`src/rtl/palindrome_pkg.sv`:
```
// Shared constants and helpers for the palindrome generator.
// Mode codes, stream limits and decimal digit weights.
package palindrome_pkg;

  localparam logic PAL_MODE_BIN = 1'b0;
  localparam logic PAL_MODE_DEC = 1'b1;

  localparam logic [15:0] PAL_BIN_LAST = 16'hFFFF;
  localparam logic [15:0] PAL_DEC_LAST = 16'd65456;

  localparam int PAL_BIN_LEN = 256;
  localparam int PAL_DEC_LEN = 655;

  localparam logic [16:0] PAL_W_A = 17'd10001;
  localparam logic [16:0] PAL_W_B = 17'd1010;
  localparam logic [16:0] PAL_W_C = 17'd100;

  function automatic logic [7:0] bit_rev8(
    input logic [7:0] x
  );
    logic [7:0] r;
    for (int i = 0; i < 8; i++) begin
      r[i] = x[7-i];
    end
    return r;
  endfunction

endpackage

```
`src/rtl/palindrome_value.sv`:
```
// Maps the generator's index state to a 16-bit palindrome.
// Also flags the final value of each mode's stream.
module palindrome_value
  import palindrome_pkg::*;
(
  input  logic        mode,
  input  logic [7:0]  h,
  input  logic [3:0]  a,
  input  logic [3:0]  b,
  input  logic [3:0]  c,
  output logic [15:0] value,
  output logic        last
);

  logic [16:0] sum;
  logic        in_range;
  logic [15:0] dec_value;

  always_comb begin
    sum = 17'(a) * PAL_W_A
        + 17'(b) * PAL_W_B
        + 17'(c) * PAL_W_C;
    in_range = ~sum[16];
    // Clamp guards against an out-of-range index ever reaching the bus.
    dec_value = in_range ? sum[15:0]
                         : PAL_DEC_LAST;
    if (mode == PAL_MODE_DEC) begin
      value = dec_value;
      last  = (dec_value == PAL_DEC_LAST);
    end else begin
      value = {h, bit_rev8(h)};
      last  = (h == 8'hFF);
    end
  end

endmodule

```
`src/rtl/palindrome_generator.sv`:
```
// Streams ascending 16-bit palindromes over valid/ready.
// Binary bit-mirror or 5-digit decimal, chosen at start.
module palindrome_generator
  import palindrome_pkg::*;
(
  input  logic        clk,
  input  logic        rst,
  input  logic        start,
  input  logic        mode,
  input  logic        out_ready,
  output logic        out_valid,
  output logic [15:0] out_data,
  output logic        busy,
  output logic        done,
  output logic [9:0]  count
);

  localparam logic [0:0] IDLE = 1'b0;
  localparam logic [0:0] RUN  = 1'b1;

  logic [0:0]  state;
  logic        mode_q;
  logic        last_q;
  logic [7:0]  h, h_nx;
  logic [3:0]  a, b, c;
  logic [3:0]  a_nx, b_nx, c_nx;
  logic [15:0] nx_value;
  logic        nx_last;
  logic        xfer;

  assign busy      = (state == RUN);
  assign out_valid = (state == RUN);
  assign xfer      = out_valid & out_ready;

  always_comb begin
    h_nx = h;
    a_nx = a;
    b_nx = b;
    c_nx = c;
    if (mode_q == PAL_MODE_DEC) begin
      if (c == 4'd9) begin
        c_nx = 4'd0;
        if (b == 4'd9) begin
          b_nx = 4'd0;
          a_nx = a + 4'd1;
        end else begin
          b_nx = b + 4'd1;
        end
      end else begin
        c_nx = c + 4'd1;
      end
    end else begin
      h_nx = h + 8'd1;
    end
  end

  // Evaluated on the next index so out_data can be registered.
  palindrome_value u_value (
    .mode  (mode_q),
    .h     (h_nx),
    .a     (a_nx),
    .b     (b_nx),
    .c     (c_nx),
    .value (nx_value),
    .last  (nx_last)
  );

  always_ff @(posedge clk) begin
    if (rst) begin
      state    <= IDLE;
      mode_q   <= PAL_MODE_BIN;
      last_q   <= 1'b0;
      h        <= '0;
      a        <= '0;
      b        <= '0;
      c        <= '0;
      out_data <= '0;
      count    <= '0;
      done     <= 1'b0;
    end else begin
      done <= 1'b0;
      unique case (state)
        IDLE: begin
          if (start) begin
            state    <= RUN;
            mode_q   <= mode;
            last_q   <= 1'b0;
            h        <= '0;
            a        <= '0;
            b        <= '0;
            c        <= '0;
            out_data <= '0;
            count    <= '0;
          end
        end
        RUN: begin
          if (xfer) begin
            count <= count + 10'd1;
            if (last_q) begin
              state <= IDLE;
              done  <= 1'b1;
            end else begin
              h        <= h_nx;
              a        <= a_nx;
              b        <= b_nx;
              c        <= c_nx;
              out_data <= nx_value;
              last_q   <= nx_last;
            end
          end
        end
        default: state <= IDLE;
      endcase
    end
  end

endmodule
```
`config.mk`:
```
export PLATFORM = sky130hd
export DESIGN_NAME = palindrome_generator
export DESIGN_NICKNAME = d
export VERILOG_FILES = /design/src/rtl/palindrome_pkg.sv /design/src/rtl/palindrome_value.sv /design/src/rtl/palindrome_generator.sv
export SDC_FILE = /design/constraint.sdc
export NUM_CORES = 1
export LEC_CHECK = 0
export ABC_CLOCK_PERIOD_IN_PS = 19400
export CORE_UTILIZATION = 64
export CTS_BUF_LIST = sky130_fd_sc_hd__clkbuf_4 sky130_fd_sc_hd__clkbuf_8
export DETAILED_ROUTE_END_ITERATION = 12
export PLACE_DENSITY = 0.95
export SYNTH_ARGS = -nofsm -noshare
export SYNTH_HDL_FRONTEND = slang
export SYNTH_SLANG_ARGS = --single-unit
```
`constraint.sdc`:
```
create_clock -name clk -period 19.4 [get_ports clk]
set_input_delay 1.94 -clock clk [delete_from_list [all_inputs] [get_ports clk]]
set_output_delay 1.94 -clock clk [all_outputs]
set_load 0.01 [all_outputs]
```
* After elaboration in Yosys (flattened, before gate mapping)
Cells that the tools add are included.
** Word-level totals
- Register bits after elaboration :: 50
- Bits in latches :: 0
- RAM bits :: 0
- ROM bits :: 0
- Input port bits :: 5
- Output and inout port bits :: 29
- Word-level logic and storage cells :: 76
- Memories :: 0
** Cells by class
- Add/sub/neg operators :: 7
- Multiply operators :: 3
- Div/mod/pow operators :: 0
- $lt $le $gt $ge :: 0
- Eq/ne operators :: 7
- Shift operators :: 0
- Multiplexer cells :: 42
- Bitwise operators :: 3
- Reductions and logical operators :: 4
** Operators by type and width (count)
- two-way mux 16 bit :: 5
- two-way mux 4 bit :: 15
- two-way mux 8 bit :: 4
- one-hot mux 16 bit (2 select lines) :: 1
- one-hot mux 4 bit (2 select lines) :: 3
- two-way mux 10 bit :: 2
- one-hot mux 10 bit (2 select lines) :: 1
- adder 17 x 11 -> 17 bit :: 1
- adder 17 x 14 -> 17 bit :: 1
- multiplier 4 x 14 -> 17 bit (second input constant) :: 1
- equality test 16 bit (second input constant) :: 1
- one-hot mux 8 bit (2 select lines) :: 1
- multiplier 4 x 9 -> 13 bit (second input constant) :: 1
- adder 4 x 1 -> 4 bit (second input constant) :: 3
- adder 10 x 1 -> 10 bit (second input constant) :: 1
- multiplier 4 x 5 -> 9 bit (second input constant) :: 1
- adder 8 x 1 -> 8 bit (second input constant) :: 1
- equality test 4 bit (second input constant) :: 2
- equality test 8 bit (second input constant) :: 1
- two-way mux 1 bit :: 8
- inequality test 2 bit (second input constant) :: 2
- one-hot mux 1 bit (2 select lines) :: 2
- AND reduction 2 bit :: 2
- AND reduction 3 bit :: 1
- 4 further kinds :: 5

* Longest topological paths before layout
Gate-level depths: netlist of run 1.
- Depth in word-level cells :: 13
- Mapped depth :: 32
- Depth with buffers taken out :: 30

* Cells and area by module
Synthesis of run 1 repeated with hierarchy kept, for this count alone.
** Second synthesis, totals
- Cells, all modules :: 582
- Area, all modules :: 4759.6 sq um
** Modules (own cells, without submodules)
- palindrome_generator :: times used 1, cells an instance 297, area an instance 2413.6 sq um, seq. area each 1001.0 sq um
- palindrome_value :: times used 1, cells an instance 285, area an instance 2346.0 sq um, seq. area each 0.0 sq um

* Least setup slack after synthesis of run 1
OpenSTA, ideal clock, no wires.
- Kind :: register -> register
- Start point :: register c[0]
- End point :: register out_data[13]
- Library setup time :: 0.119 ns
- Arrival :: 6.539 ns
- Required time :: 19.281 ns
- Slack :: 12.742 ns
- Stages on the path, launching flop included :: 27
- Path buffers :: 1
- Clock period less this slack :: 6.658 ns
- Cells stage by stage :: dfxtp_1 ha_1 nand4b_4 o31ai_1 inv_1 fa_1 fa_1 ha_1 nor2b_1 o21a_1 o21ai_0 a21oi_1 nor2_1 o21ai_0 xor2_1 ha_1 ha_1 or2_2 fa_1 ha_1 and3_1 nand4_1 a21oi_2 or3_1 buf_4 a211oi_2 o21ai_1
** On the way
- Word-level cells in the longest chain between the ends :: 11
- Elaborated cells between the ends (all ways) :: 18
- Classes of those cells :: add/sub: 3; mul: 3; eq/ne: 1; mux: 11
** Ends and longest elaborated chain
- from (decl) :: line palindrome_generator.sv:25 : logic [3:0] a, b, c;
- from (signal assigned) :: line palindrome_generator.sv:106 : c <= c_nx;
- equality test 4 bit :: line palindrome_generator.sv:41 : if (c == 4'd9) begin
- two-way mux 4 bit :: line palindrome_generator.sv:41
- two-way mux 4 bit :: line palindrome_generator.sv:40 : if (mode_q == PAL_MODE_DEC) begin
- multiplier 4 x 14 -> 17 bit or multiplier 4 x 9 -> 13 bit (tied branches) :: line palindrome_value.sv:20, palindrome_value.sv:21
- adder 17 x 14 -> 17 bit :: line palindrome_value.sv:21 : + 17'(b) * PAL_W_B
- adder 17 x 11 -> 17 bit (*) :: line palindrome_value.sv:22 : + 17'(c) * PAL_W_C;
- two-way mux 16 bit (*) :: line palindrome_value.sv:25 : dec_value = in_range ? sum[15:0]
- two-way mux 16 bit (*) :: line palindrome_value.sv:27 : if (mode == PAL_MODE_DEC) begin
- two-way mux 16 bit (*) :: line palindrome_generator.sv:99 : if (last_q) begin
- two-way mux 16 bit (*) :: line palindrome_generator.sv:97 : if (xfer) begin
- one-hot mux 16 bit (2 select lines) (*) :: line palindrome_generator.sv:82 : unique case (state)
- to (signal assigned) :: line palindrome_generator.sv:107 : out_data <= nx_value;
- to (decl) :: line palindrome_generator.sv:12 : output logic [15:0] out_data,
Mark *: on every way between the ends. The rest lies on a longest branch, timed or not. The select of a mux whose other input is x is not followed.
A chain may end at the register's enable or synchronous reset.

* Final worst setup path of run 1
- Start point :: register mode_q
- End point :: register out_data[2]
** On the way
- Word-level cells in the longest chain between the ends :: 9
- Elaborated cells between the ends (all ways) :: 14
- Classes of those cells :: add/sub: 2; mul: 3; mux: 9
** Ends and longest elaborated chain
- from (decl) :: line palindrome_generator.sv:22 : logic mode_q;
- from (signal assigned) :: line palindrome_generator.sv:86 : mode_q <= mode;
- two-way mux 4 bit :: line palindrome_generator.sv:40
- multiplier 4 x 14 -> 17 bit or multiplier 4 x 9 -> 13 bit (tied branches) :: line palindrome_value.sv:20, palindrome_value.sv:21
- adder 17 x 14 -> 17 bit :: line palindrome_value.sv:21
- adder 17 x 11 -> 17 bit :: line palindrome_value.sv:22
- two-way mux 16 bit :: line palindrome_value.sv:25
- two-way mux 16 bit (*) :: line palindrome_value.sv:27
- two-way mux 16 bit (*) :: line palindrome_generator.sv:99
- two-way mux 16 bit (*) :: line palindrome_generator.sv:97
- one-hot mux 16 bit (2 select lines) (*) :: line palindrome_generator.sv:82
Marks and branches as above.

==> metrics.yaml, run 1 <==
status:
  status: "finished, final reports clean"
synthesis:
  synth.distinct_cells: 68
  synth_edf_count: 0
  synth_nets: 694
  yosysSeqAreaShare_pct: 20.7
  avgSynthCellArea_um2: 8.11
  syn_inst: 596
  ys.flop_type: "dfxtp_1"
  ys_ff_latch: 50
  synthDominantCellAreaShare_pct: 20.7
  synth.most_common_cell: "ha_1"
  yosysTopAreaCell: "dfxtp_1"
  synthesis.area_um2: 4840
  synthArstFlopShare_pct: 0
  synthTopCellsByArea: "dfxtp_1, ha_1, fa_1, inv_1, nand2_1"
  yosys_warnings: 0
  ys_top_cells_by_count: "ha_1, inv_1, nand2_1"
setup_path:
  cpMaxStageDelayCell: "dfxtp_1"
  start_kind: "flip-flop"
  worstSetupEndpointType: "flip-flop"
  cp.arrival_ns: 7.92
  crit_required_ns: 19.62
  cpPeakStageDelay_ns: 1.01
  crit_type: "reg -> reg"
  crit_fanout: 31
  cp_common_cell: "ha_1"
  timing.critical_path.cells: "nand4b_4, o31ai_1, inv_1, fa_1, inv_1, fa_1, ha_1, o21a_1, o21ai_0, a21oi_1, nor2_1, o21ai_0, xor2_1, ha_1, ha_1, or2_2, fa_1, ha_1, and3_1, nand4_1, a21oi_2, or3_1, nand2_4, a31o_1"
cells_and_area:
  fill_cells: 536
  area_delta_synth_final_pct: 9.65
  final_util_pct: 72.7
  drive_gt1_share_pct: 5.18
  nNetsFinal: 715
  fin_cells: 717
  antenna_cells: 0
route:
  firstDrtPassIters: 6
  drcViolationCount: 0
  drtAntennaViolNets: 0
  wl_um: 11400
  drt_iter0_markers: 269
  wl_per_cell_um: 15.9
  viasPerCell: 6.08
  routed-via-count: 4359
global_routing:
  use_met1_pct: 35.7
  grt_pass1_wl_um: 18500
  overflow: 0
  gr-usage-met2_pct: 53.8
  grtUsageTotal_pct: 30.3
  antenna_found_initial: 0
  grt_max_degree: 36
  grt_pass1_vias: 4142
  busiest_layer: "met2"
  gr-usage-met3_pct: 6.00
flow_run:
  cap_violations: 0
floorplanning:
  die_x_um: 88.9
  core_um2: 7290
  start_util_pct: 66.3
  die_y_um: 88.9
  die_area_um2: 7910
  ios: 34
  rows: 31
cts:
  holdBufCountCts: 0
  clkSinkCount: 50
  clock_tree.htree_level_count: 2
  post_cts_resize_count: 0
  clkLatencyLatePin_ns: 0.32
  cts_buffers: 5
  post_cts_buffers: 0
  cts_tree: "built"
  cts_buffer_depth: 2
  root_buffer: "clkbuf_8"
  clk_pin_slew_ns: 0.10
timing:
  hold_viol_final: 0
  fmax_ghz: 0.130
  slew_headroom_pct: 28.8
  rsz0062_at_grt: "no"
  fin_crit_ns: 7.70
  fin_tns_setup_ns: 0
  drv_slew: 0
  finalCritPeriodShare_pct: 39.7
  setup_viol: 0
  worst_pin_slew_ns: 1.06
  whs_ns: 0.462
  skew_ns: 0.0162
placed_design:
  placedCellCount: 709
  dp_hpwl_um: 8840
  place.port_buffers: 33
  gp_congestion: 0.905
power:
  ir_drop_uv: 37.4
  power.density_nw_per_um2: 36.0
  p_leak_nw: 2.50
worst_hold_path:
  hold_class: "reg -> reg"
[report_power, final]
part	total, W	switching, W	internal, W
clock network	0.0000629	0.0000360	0.0000269
registers	0.000106	0.00000211	0.000104
logic	0.0000223	0.0000144	0.00000786
total	0.000191	0.0000525	0.000138
[state kept, by name, summed over array words and instances, names as in the netlist]
name	count
out_data	16
count	10
h	8
a	4
b	4
c	4
busy	1
done	1
last_q	1
mode_q	1
[layer usage]
| layer | share of wire (%) | vias to the layer above |
|---|---|---|
| met3 | 6.0 | 44 |
| met5 | 0 | - |
| li1 | - | 2091 |
| met2 | 50 | 179 |
| met4 | 3.5 | 0 |
| met1 | 41 | 2045 |
[kinds of logic (layout without fill, tap and decap cells)]
logic type | after synthesis | after routing | share of synthesized area [%]
DFF | 50 | 50 | 20.7
buffers and inverters | 89 | 111 | 7.27
and+or+nand+nor | 205 | 205 | 21.4
adders and majority gates | 93 | 93 | 27.6
muxes | 2 | 2 | 0.440
xor gates and xnor gates | 31 | 31 | 5.61
AOI/OAI and AO/OA | 126 | 126 | 16.9
[critical path, delay by kind of cell (launching register included)]
family	cells	cell delay (ns)
DFF	1	1.01
buffers and inverters	2	0.31
and+or+nand+nor	7	1.38
adders and majority gates	7	2.89
AOI/OAI and AO/OA	7	1.79
xor gates and xnor gates	1	0.22
[per-stage QoR]
stage	power (W)	area (um2)	worst slack, ns
6_report	0.000191	5300	11.70
3_3_place_gp	0.000129	5210	12.01
2_1_floorplan	0.000123	4840	12.74
4_1_cts	0.000190	5300	11.77
5_1_grt	0.000198	5300	11.16
3_5_place_dp	0.000130	5210	11.80
[area by class of cell]
class	count	area [um2]	area share, %
multi-input cells	457	3480	65.7
flip-flops and latches	50	1000	18.9
repair buffers	36	353	6.65
inverters	67	251	4.74
well taps	99	124	2.34
clock buffers	6	76.3	1.44
clock inverters	2	13.8	0.260
[final timing paths]
kind              cells past startpoint      endpoint  slack, ns          from
setup / recovery                     24   out_data[2]      11.70        mode_q
hold / removal                        2  out_data[12]       0.46  out_data[12]
setup reg to reg                     24   out_data[2]      11.70        mode_q
hold reg to reg                       2  out_data[12]       0.46  out_data[12]
[cell usage in the layout, fill, tap and decap left out, types with 5 or more instances in the layout]
master,instances
ha_1,70
inv_1,67
nand2_1,57
nor2_1,56
dfxtp_1,50
a21oi_1,38
clkdlybuf4s50_1,33
nand3_1,28
o21ai_0,23
fa_1,23
xnor2_1,17
xor2_1,14
nor3_1,14
a31oi_1,8
o21ai_1,8
o21a_1,6
nand2b_1,5
a22oi_1,5
or3_1,5
clkbuf_8,5
No activity file was read; power rests on OpenSTA's default activity.
==> inputs of run 2 (changes only) <==
--- a/config.mk
+++ b/config.mk
@@ -5,11 +5,11 @@
 export SDC_FILE = /design/constraint.sdc
 export NUM_CORES = 1
 export LEC_CHECK = 0
-export ABC_CLOCK_PERIOD_IN_PS = 19400
-export CORE_UTILIZATION = 64
+export ABC_CLOCK_PERIOD_IN_PS = 7100
+export CORE_UTILIZATION = 62
 export CTS_BUF_LIST = sky130_fd_sc_hd__clkbuf_4 sky130_fd_sc_hd__clkbuf_8
 export DETAILED_ROUTE_END_ITERATION = 12
-export PLACE_DENSITY = 0.95
+export PLACE_DENSITY = 0.92
 export SYNTH_ARGS = -nofsm -noshare
 export SYNTH_HDL_FRONTEND = slang
 export SYNTH_SLANG_ARGS = --single-unit
==> constraint.sdc (replaced) <==
create_clock -name clk -period 7.1 [get_ports clk]
set_input_delay 0.71 -clock clk [delete_from_list [all_inputs] [get_ports clk]]
set_output_delay 0.71 -clock clk [all_outputs]
set_load 0.01 [all_outputs]
==> metrics.yaml, run 2 (same netlist as run 1, synthesis figures left out) <==
cells_and_area:
  reg.largest.list: "out_data: 16 flops, count: 10 flops, h: 8 flops"  # unchanged
  antenna_cells: 0  # unchanged
  drive_gt1_share_pct: 8.33  # was 5.18%
  nNetsFinal: 721  # was 715
  fin_cells: 723  # was 717
  final_util_pct: 73.3  # was 72.7%
  area_delta_synth_final_pct: 12.3  # was 9.65%
  top_register: "out_data"  # unchanged
  final_common_cell: "ha_1"  # unchanged
  most-common-layout-cells: "ha_1, inv_1, nand2_1"  # unchanged
  fill_cells: 534  # was 536
  largest_reg_flops: 16  # unchanged
route:
  drtAntennaViolNets: 0  # unchanged
  drcViolationCount: 0  # unchanged
  routed-via-count: 4336  # was 4359
  firstDrtPassIters: 5  # was 6
  viasPerCell: 6.00  # was 6.08
  wl_um: 11500  # was 11400 um
  drt_iter0_markers: 242  # was 269
  wl_per_cell_um: 15.9  # about the same
floorplanning:
  start_util_pct: 65.3  # was 66.3%
  ios: 34  # unchanged
  die_area_um2: 8160  # was 7910 um2
  core_um2: 7410  # was 7290 um2
  rows: 31  # unchanged
  die_y_um: 90.3  # was 88.9 um
  die_x_um: 90.3  # was 88.9 um
setup_path:
  crit_required_ns: 7.30  # was 19.62 ns
  crit_type: "reg -> reg"  # unchanged
  start_kind: "flip-flop"  # unchanged
  worstSetupEndpointType: "flip-flop"  # unchanged
  reg2regPathDepth: 27  # was 24
  cp.arrival_ns: 7.01  # was 7.92 ns
  crit_fanout: 8  # was 31
power:
  power.density_nw_per_um2: 103  # was 36.0 nW/um2
  ir_drop_uv: 83.9  # was 37.4 uV
  p_leak_nw: 2.54  # was 2.50 nW
  total_power_w: 0.000560  # was 0.000191 W
timing:
  setup_ws_ns: 0.297  # was 11.70 ns
  finalCritPeriodShare_pct: 95.8  # was 39.7%
  fin_crit_ns: 6.80  # was 7.70 ns
  fmax_ghz: 0.147  # was 0.130 GHz
  drv_slew: 0  # unchanged
  slew_headroom_pct: 24.8  # was 28.8%
  skew_ns: 0.00457  # was 0.0162 ns
  setup_viol: 0  # unchanged
  fin_tns_setup_ns: 0  # unchanged
  hold_viol_final: 0  # unchanged
  worst_pin_slew_ns: 1.12  # was 1.06 ns
cts:
  cts_buffer_depth: 2  # unchanged
  root_buffer: "clkbuf_8"  # unchanged
  cts_tree: "built"  # unchanged
  clk_pin_slew_ns: 0.09  # was 0.10 ns
  clkSinkCount: 50  # unchanged
  clkLatencyLatePin_ns: 0.31  # was 0.32 ns
  cts_buffers: 5  # unchanged
  clock_tree.htree_level_count: 2  # unchanged
global_routing:
  antenna_found_initial: 0  # unchanged
  grtUsageTotal_pct: 28.2  # was 30.3%
  grt_max_degree: 36  # unchanged
  overflow: 0  # unchanged
  grt_pass1_vias: 4174  # was 4142
  grt_pass1_wl_um: 18800  # was 18500 um
flow_run:
  cap_violations: 0  # unchanged
worst_hold_path:
  hold_depth: 2  # unchanged
  hold_class: "reg -> reg"  # unchanged
placed_design:
  placedCellCount: 711  # was 709
  gp_congestion: 0.889  # was 0.905
  pre_cts_slack_ns: 0.0263  # was 11.80 ns
  dp_hpwl_um: 8710  # was 8840 um
  place.port_buffers: 33  # unchanged
status:
  status: "finished, final reports clean"  # unchanged
-- run 2: metal layers --
| metal | track usage [%] | vias to the layer above | routed length (um) |
|---|---|---|---|
| met3 | 4.12 | 43 | 619 |
| met1 | 34.0 | 2030 | 4870 |
| met4 | 10.9 | 0 | 370 |
| li1 | - | 2100 | - |
| met2 | 50.3 | 163 | 5630 |
| met5 | 0 | - | 0 |
-- run 2: area by class of cell --
cell class	instances	area [um2]	share of cell area, %
Multi-Input combinational cell	457	3540	65.2
Sequential cell	50	1000	18.5
Timing Repair Buffer	42	398	7.33
Inverter	67	251	4.63
Tap cell	99	124	2.28
Clock buffer	7	83.8	1.54
Clock inverter	1	30.0	0.553
-- run 2: worst max-delay path: stages, from the launching register on --
cell and delay [ns]:
dfxtp_1 0.36, inv_1 0.10, ha_1 0.23, and4b_2 0.30
nand2_1 0.12, nor3b_1 0.26, a21oi_2 0.10, fa_2 0.62
inv_1 0.08, fa_1 0.50, ha_1 0.36, o21a_1 0.16
o21ai_0 0.08, a21oi_1 0.15, nor2_1 0.07, o21ai_0 0.21
xor2_1 0.23, ha_1 0.27, ha_1 0.19, or2_2 0.28
fa_1 0.46, ha_2 0.41, and3_1 0.20, nand4_1 0.16
a21oi_4 0.25, or3_4 0.21, nand2_4 0.08, a31o_1 0.24
-- run 2: final timing paths --
check / startpoint / end / slack, ns
worst min register to register: out_data[12] / out_data[12] / 0.47
worst max-delay path: c[1] / out_data[2] / 0.30
worst min-delay path: out_data[12] / out_data[12] / 0.47
worst max register to register: c[1] / out_data[2] / 0.30
-- run 2: what timing repair did --
item                       CTS  global route
cloned                       0             0
hold buffers                 0             0
resized for setup            2            13
setup endpoints to repair    6            17
buffers inserted             0             4
-- run 2: per-stage QoR --
step	hold slack, ns	cell area, um2
after detailed placement	0.455	5230
final	0.473	5430
after global routing	0.504	5430
after floorplan	0.460	4840
after global placement	0.447	5230
after CTS	0.474	5350
-- run 2: power by group --
group	switching (W)	leakage, nW	internal [W]
Combinational	0.0000421	2.08	0.0000221
Clock	0.0000957	0.0593	0.000113
Sequential	0.00000331	0.404	0.000283
Total	0.000141	2.54	0.000419
==> inputs of run 3 (changes only) <==
--- a/config.mk
+++ b/config.mk
@@ -7,7 +7,7 @@
 export LEC_CHECK = 0
 export ABC_CLOCK_PERIOD_IN_PS = 7100
 export CORE_UTILIZATION = 62
-export CTS_BUF_LIST = sky130_fd_sc_hd__clkbuf_4 sky130_fd_sc_hd__clkbuf_8
+export CTS_BUF_LIST = sky130_fd_sc_hd__clkbuf_8
 export DETAILED_ROUTE_END_ITERATION = 12
 export PLACE_DENSITY = 0.92
 export SYNTH_ARGS = -nofsm -noshare
==> metrics.yaml, run 3 (same netlist as run 1, synthesis figures left out) <==
setup_path:
  crit_type: "reg -> reg"  # unchanged
  crit_fanout: 8  # unchanged
  worstSetupEndpointType: "flip-flop"  # unchanged
  start_kind: "flip-flop"  # unchanged
  cpPeakStageDelay_ns: 0.62  # about the same
  r2r_setup_slack_ns: 0.29  # was 0.30 ns
  cp_common_cell: "ha_1"  # unchanged
  critPathBufInv: 2  # unchanged
  crit_required_ns: 7.30  # about the same
  cpMaxStageDelayCell: "fa_2"  # unchanged
  cp_top_family: "adder cells"  # unchanged
  cp.arrival_ns: 7.01  # about the same
route:
  wl_per_cell_um: 15.8  # was 15.9 um
  drt_iter0_markers: 199  # was 242
  wl_um: 11400  # was 11500 um
  drcViolationCount: 0  # unchanged
  firstDrtPassIters: 6  # was 5
  viasPerCell: 6.00  # about the same
  drtAntennaViolNets: 0  # unchanged
  routed-via-count: 4338  # was 4336
timing:
  setup_ws_ns: 0.288  # was 0.297 ns
  finalCritPeriodShare_pct: 95.9  # was 95.8%
  drv_slew: 0  # unchanged
  hold_viol_final: 0  # unchanged
  skew_ns: 0.0102  # was 0.00457 ns
  worst_pin_slew_ns: 1.11  # was 1.12 ns
  fmax_ghz: 0.147  # about the same
  slew_headroom_pct: 25.5  # was 24.8%
  fin_crit_ns: 6.81  # was 6.80 ns
  setup_viol: 0  # unchanged
  fin_tns_setup_ns: 0  # unchanged
floorplanning:
  core_um2: 7410  # unchanged
  die_x_um: 90.3  # unchanged
  die_y_um: 90.3  # unchanged
  ios: 34  # unchanged
  rows: 31  # unchanged
  start_util_pct: 65.3  # unchanged
  die_area_um2: 8160  # unchanged
cells_and_area:
  drive_gt1_share_pct: 8.01  # was 8.33%
  area_delta_synth_final_pct: 12.1  # was 12.3%
  fin_area_um2: 5420  # was 5430 um2
  nNetsFinal: 721  # unchanged
  reg.largest.list: "out_data: 16 flops, count: 10 flops, h: 8 flops"  # unchanged
  antenna_cells: 0  # unchanged
  most-common-layout-cells: "inv_1, ha_1, nand2_1"  # was ha_1, inv_1, nand2_1
  top_register: "out_data"  # unchanged
  largest_reg_flops: 16  # unchanged
placed_design:
  gp_congestion: 0.889  # unchanged
  place.port_buffers: 33  # unchanged
  dpl_cell_area_um2: 5230  # unchanged
  pre_cts_slack_ns: 0.0263  # unchanged
  dp_hpwl_um: 8710  # unchanged
global_routing:
  antenna_found_initial: 0  # unchanged
  grt_max_degree: 36  # unchanged
  grtUsageTotal_pct: 28.1  # was 28.2%
  overflow: 0  # unchanged
  grt_pass1_vias: 4197  # was 4174
  grt_pass1_wl_um: 18800  # about the same
cts:
  clk_pin_slew_ns: 0.09  # about the same
  clkLatencyLatePin_ns: 0.31  # about the same
  cts_buffers: 5  # unchanged
  cts_tree: "built"  # unchanged
  clkSinkCount: 50  # unchanged
  root_buffer: "clkbuf_8"  # unchanged
  clock_tree.htree_level_count: 2  # unchanged
  cts_buffer_depth: 2  # unchanged
power:
  p_clk_share_pct: 36.0  # was 37.3%
  power_frac_seq_pct: 52.3  # was 51.2%
  total_power_w: 0.000548  # was 0.000560 W
  internal-power_w: 0.000408  # was 0.000419 W
  p_leak_nw: 2.55  # was 2.54 nW
  power.density_nw_per_um2: 101  # was 103 nW/um2
  p_switching_w: 0.000140  # was 0.000141 W
  p_comb_share_pct: 11.7  # was 11.5%
  swShare_pct: 25.5  # was 25.2%
  ir_drop_uv: 112  # was 83.9 uV
worst_hold_path:
  hold_class: "reg -> reg"  # unchanged
status:
  status: "finished, final reports clean"  # unchanged
flow_run:
  cap_violations: 0  # unchanged
run 3: changes by cell type in the layout (fill, tap and decap cells not counted):
cell,delta
clkbuf_4,-2
inv_1,+2
run 3: power groups by stage:
stage	logic [W]	registers, W	clock network, W
after floorplan	0.0000432	0.000293	0
after global placement	0.0000601	0.000293	0
after detailed placement	0.0000617	0.000293	0
after CTS	0.0000621	0.000286	0.000196
after global routing	0.0000702	0.000287	0.000207
final	0.0000639	0.000287	0.000197
run 3: metal layers:
layer / global-route usage (%) / part of all wire, % / wire length (um) / vias up
met3: 4.21 / 5.6 / 637 / 34
met4: 11.3 / 2.9 / 330 / 0
li1: - / - / - / 2102
met5: 0 / 0 / 0 / -
met1: 33.8 / 42 / 4800 / 2031
met2: 50.0 / 50 / 5680 / 171
run 3: cell type report:
cell class	count	area (um2)
inverter	67	251
tap	99	124
fill	532	1990
multi-input combinational	457	3540
timing repair buffer	42	398
clock inverter	3	37.5
sequential	50	1000
clock buffer	5	68.8
run 3: worst paths after layout:
check                from      endpoint  depth (start not counted)
max reg2reg          c[1]   out_data[2]                         27
min          out_data[11]  out_data[11]                          2
min reg2reg  out_data[11]  out_data[11]                          2
max                  c[1]   out_data[2]                         27
run 3: per-stage QoR:
step	utilization (%)	std cells	hold slack, ns
after CTS	72.1	719	0.473
after global placement	70.6	711	0.447
after detailed placement	70.6	711	0.455
after global routing	73.2	723	0.503
final	73.2	723	0.473
after floorplan	-	596	0.460
run 3: worst min-delay path, cell delays in order, from the launching register on:
cell and delay (ns):
dfxtp_1 0.32, nand2_1 0.05, o21ai_1 0.06
run 3: repair_timing:
action,in CTS,in global routing
pin swaps,0,0
endpoints found under the setup margin,6,17
gates cloned,0,0
hold buffers,0,0
buffers inserted,0,4
gates resized for setup,2,13
